`config.mk`:
```
export PLATFORM = sky130hd
export DESIGN_NAME = uc_multiciclo
export DESIGN_NICKNAME = d
export VERILOG_FILES = /design/src/rtl/uc_multiciclo.sv
export SDC_FILE = /design/constraint.sdc
export NUM_CORES = 1
export LEC_CHECK = 0
export ABC_AREA = 1
export BUFFER_PORTS_ARGS = -buffer_cell sky130_fd_sc_hd__buf_2
export CORE_MARGIN = 1.5
export CORE_UTILIZATION = 35
export CTS_BUF_LIST = sky130_fd_sc_hd__clkbuf_16
export DETAILED_ROUTE_END_ITERATION = 12
export GPL_ROUTABILITY_DRIVEN = 0
export HOLD_SLACK_MARGIN = 0.12
export SYNTH_ARGS = -nofsm -noshare
export SYNTH_HDL_FRONTEND = slang
export SYNTH_SLANG_ARGS = --single-unit
```
`constraint.sdc`:
```
create_clock -name clk -period 1.43 [get_ports clk]
set_clock_uncertainty 0.15 [all_clocks]
set_input_delay 0.0715 -clock clk [delete_from_list [all_inputs] [get_ports clk]]
set_output_delay 0.0715 -clock clk [all_outputs]
set_load 0.02 [all_outputs]
```
`src/rtl/uc_multiciclo.sv`:
```
// Multi-cycle control unit for the microc datapath.
// Sequences FETCH / EXEC / IOWAIT / HALT and drives the datapath controls.
module uc_multiciclo #(
    parameter int TIMEOUT = 16
) (
    input  logic       clk,
    input  logic       reset,
    input  logic       z,
    input  logic [5:0] opcode,
    input  logic       io_ack,
    output logic       s_inc,
    output logic       s_inm,
    output logic       s_io,
    output logic       we3,
    output logic [2:0] op,
    output logic       pc_en,
    output logic       io_req,
    output logic       io_we,
    output logic       fin,
    output logic       err,
    output logic [1:0] estado
);

    localparam int CW = (TIMEOUT > 2) ? $clog2(TIMEOUT) : 1;
    localparam logic [CW-1:0] CNT_LAST = CW'(TIMEOUT - 1);

    typedef enum logic [1:0] {
        FETCH  = 2'b00,
        EXEC   = 2'b01,
        IOWAIT = 2'b10,
        HALT   = 2'b11
    } state_t;

    state_t        state_q, state_d;
    logic [5:0]    ir_q, ir_d;
    logic [CW-1:0] cnt_q, cnt_d;
    logic          err_q, err_d;

    logic          fetch_io;
    logic          fetch_halt;

    // IN/OUT and HALT are recognised on the incoming opcode during FETCH
    assign fetch_io   = (opcode[5:2] == 4'b1010);
    assign fetch_halt = (opcode[5:1] == 5'b11111);

    // Next-state logic: instruction latch, I/O wait counter, sticky error
    always_comb begin
        state_d = state_q;
        ir_d    = ir_q;
        cnt_d   = cnt_q;
        err_d   = err_q;
        unique case (state_q)
            FETCH: begin
                ir_d  = opcode;
                cnt_d = '0;
                if (fetch_io) begin
                    state_d = IOWAIT;
                end else if (fetch_halt) begin
                    state_d = HALT;
                end else begin
                    state_d = EXEC;
                end
            end
            IOWAIT: begin
                if (io_ack) begin
                    state_d = EXEC;
                    cnt_d   = '0;
                end else if (cnt_q == CNT_LAST) begin
                    state_d = HALT;
                    err_d   = 1'b1;
                    cnt_d   = '0;
                end else begin
                    cnt_d = cnt_q + CW'(1);
                end
            end
            EXEC: begin
                state_d = FETCH;
            end
            HALT: begin
                state_d = HALT;
            end
            default: begin
                state_d = FETCH;
            end
        endcase
    end

    // State registers with synchronous active-high reset
    always_ff @(posedge clk) begin
        if (reset) begin
            state_q <= FETCH;
            ir_q    <= '0;
            cnt_q   <= '0;
            err_q   <= 1'b0;
        end else begin
            state_q <= state_d;
            ir_q    <= ir_d;
            cnt_q   <= cnt_d;
            err_q   <= err_d;
        end
    end

    // Control outputs decoded from state, latched instruction and zero flag
    always_comb begin
        s_inc  = 1'b1;
        s_inm  = 1'b0;
        s_io   = 1'b0;
        we3    = 1'b0;
        op     = 3'b000;
        pc_en  = 1'b0;
        io_req = 1'b0;
        io_we  = 1'b0;
        fin    = 1'b0;
        unique case (state_q)
            EXEC: begin
                pc_en = 1'b1;
                unique casez (ir_q)
                    6'b0?????: begin
                        op  = ir_q[4:2];
                        we3 = 1'b1;
                    end
                    6'b10000?: begin
                        s_inm = 1'b1;
                        we3   = 1'b1;
                    end
                    6'b10001?: s_inc = 1'b0;
                    6'b10010?: s_inc = ~z;
                    6'b10011?: s_inc = z;
                    6'b10100?: begin
                        s_io = 1'b1;
                        we3  = 1'b1;
                    end
                    default: ;
                endcase
            end
            IOWAIT: begin
                io_req = 1'b1;
                io_we  = ir_q[1];
            end
            HALT: begin
                fin = 1'b1;
            end
            default: ;
        endcase
    end

    assign estado = state_q;
    assign err    = err_q;

endmodule

```
==> impl_results.md <==
* Period minus WS final at 1360 ps
* LEAKAGE at 0.473 nW
* Largest cells by area after synthesis: dfxtp_1 36%, nand2_1 11%, inv_1 9.1%
* Drt pass-1 iters at 4
* Vias in the first global route at 615
* Mapped Cells at 99
* Io pins at 24
* Clock sinks at 12
* CP max FO at 5
* Global Route Usage Sum at 0.171
* Synth Area per Inst at 6.69 µm²
* Critical path launch point type: flop
* Vias at 720
* Switching part of the total power at 0.246
* Max Cap Viol at 0
* DR iter-0 viols at 13
* I/O Buffers at 22
* DRC Markers at 0
* Core area at 1750 µm²
* Die Y at 46.5 µm
* Unrepaired setup endpoints after global routing: false
* Number of CTS-inserted buffers at 3
* Bufs on Longest Clock Path at 2
* Seq cells post-synth at 12
* Slew Limit Fails at 0
* Outcome: finished, final reports clean
* Post-synth top cells: 19 x nand2_1, 16 x inv_1, 12 x dfxtp_1, 11 x nor2_1, 10 x a21oi_1
* Post-synth cell types at 17
* NetSw at 0.256 mW
* Chip Width at 46.5 µm
* Register area share after synthesis at 0.363
* Slew @ Worst Pin at 246 ps
* Final Hold Vio Count at 0
* Internal at 0.784 mW
* Root Driver: clkbuf_16
* Synth top area share at 0.363
* Most used DFF post-synth: dfxtp_1
* Ant. Diodes at 0
* Clock transition at path regs at 40 ps
* Maximum VDD drop at 0.693 mV
* Worst setup EP type: output port
* CTS tree: built
* Avg Vias per Cell at 4.62
* Combinational share of power at 0.158
* Largest net degree at the start of global routing at 10
* Period utilisation layout at 0.948
* Count leader, synth: nand2_1
* H-tree levels at 1
* WP data arrival at 1130 ps
* Final Setup Violations at 0
* Placed Instances at 146
* Power Dens Cells at 1080 nW/µm²
* HP Class: reg -> reg
* Worst-Skew Late Latency at 230 ps
* Synthesized cell area at 662 µm²
* Grt ovf at 0
* Layout Area Growth over Synthesis at 45.6%
* Top cell type by total area after synthesis: dfxtp_1
* Async set-reset flop share out of synthesis at 0
* DPL Wire Length at 1100 µm
* Slew headroom at 0.836
* DR WL/cell at 9.61 µm
* Final WL at 1500 µm
* Req. time, crit path at 1210 ps
* Post-route ant nets at 0
* Seq pwr share at 0.365
* Initial antenna violation count at 0
* Post-synth EDFFs at 0
* Critical path class: reg -> out
* Layout cells sized above 1 at 0.321
* Die Area at 2160 µm²
* Initial Utilization at 0.379
* Ys Warns at 0
* Non-Filler Instances at 156
* Max Fclk at 0.737 GHz
* First-pass GRT wire length at 2490 µm
* # rows at 15
* Syn_nets at 110
* Fin nets at 144
* Setup TNS at 0 ps
* Clock power frac at 0.477
-- sequential cells by signal, summed over array words and instances, names as in the netlist --
name and count:
estado 2, cnt_q 4, err 1, ir_q 5
-- cell usage in the layout (no fill, tap or decap), drive strengths merged --
| master | instances |
|---|---|
| buf | 23 |
| nand2 | 22 |
| inv | 18 |
| nor2 | 14 |
| dfxtp | 12 |
| a21oi | 11 |
| o21ai | 8 |
| dlygate4sd3 | 7 |
| nand3 | 6 |
| nor3 | 5 |
| clkbuf | 3 |
| nand4 | 1 |
| ha | 1 |
-- worst max-delay path, cell delays in order, from the launching register on --
cell and delay [ps]:
dfxtp_2 340, nor2_2 120, nand3_2 110, nor3_2 150, buf_2 180
-- power by group through the flow --
stage / combinational [mW] / sequential, mW / clock [mW]
floorplan: 0.103 / 0.378 / 0
global placement: 0.143 / 0.384 / 0
detailed placement: 0.145 / 0.384 / 0
CTS: 0.160 / 0.379 / 0.501
global route: 0.182 / 0.383 / 0.528
finish: 0.164 / 0.380 / 0.496
-- worst paths after layout --
path / slack, ps / depth (start not counted) / from / endpoint
setup / recovery: 70 / 4 / ir_q[2] / s_io
hold / removal: 320 / 2 / err / err
setup reg to reg: 170 / 7 / cnt_q[1] / estado[0]
hold reg to reg: 320 / 2 / err / err
-- metrics by stage --
step                      setup WS, ps  power [mW]  area, µm²   util  hold WS, ps
after floorplan                   17.0       0.482        662      -        -9.43
after global placement             176       0.527        800  0.458          133
after detailed placement           143       0.529        800  0.458          129
after CTS                         20.2        1.04        947  0.543          330
after global routing              18.9        1.09        963  0.552          353
final                             73.8        1.04        963  0.552          324
-- cells by family (layout without fill, tap and decap cells) --
family | after synthesis | after routing | share of synthesized area
AOI/OAI and AO/OA | 19 | 19 | 0.149
buffers and inverters | 19 | 51 | 0.119
adders and majority gates | 1 | 1 | 0.0189
DFF | 12 | 12 | 0.363
and+or+nand+nor | 48 | 48 | 0.350
-- cell type report --
cell class	instances	area [µm²]
Clock buffer	3	75.1
Fill cell	170	782
Inverter	18	67.6
Multi-Input combinational cell	68	355
Sequential cell	12	246
Tap cell	25	31.3
Timing Repair Buffer	30	188
-- what timing repair did --
action,in CTS,in global routing
pin swaps,0,3
buffers inserted,0,0
endpoints found under the setup margin,8,4
resized for setup,2,6
hold buffers,7,0
endpoints found under the hold margin,11,0
-- per-layer routing --
layer | GRT usage | wire, µm | vias to the layer above
met5 | 0 | 0 | -
met4 | 0.103 | 22 | 0
met3 | 0.0353 | 51 | 2
met2 | 0.275 | 712 | 16
met1 | 0.206 | 712 | 317
li1 | - | - | 385
No activity file was read; power rests on OpenSTA's default activity.
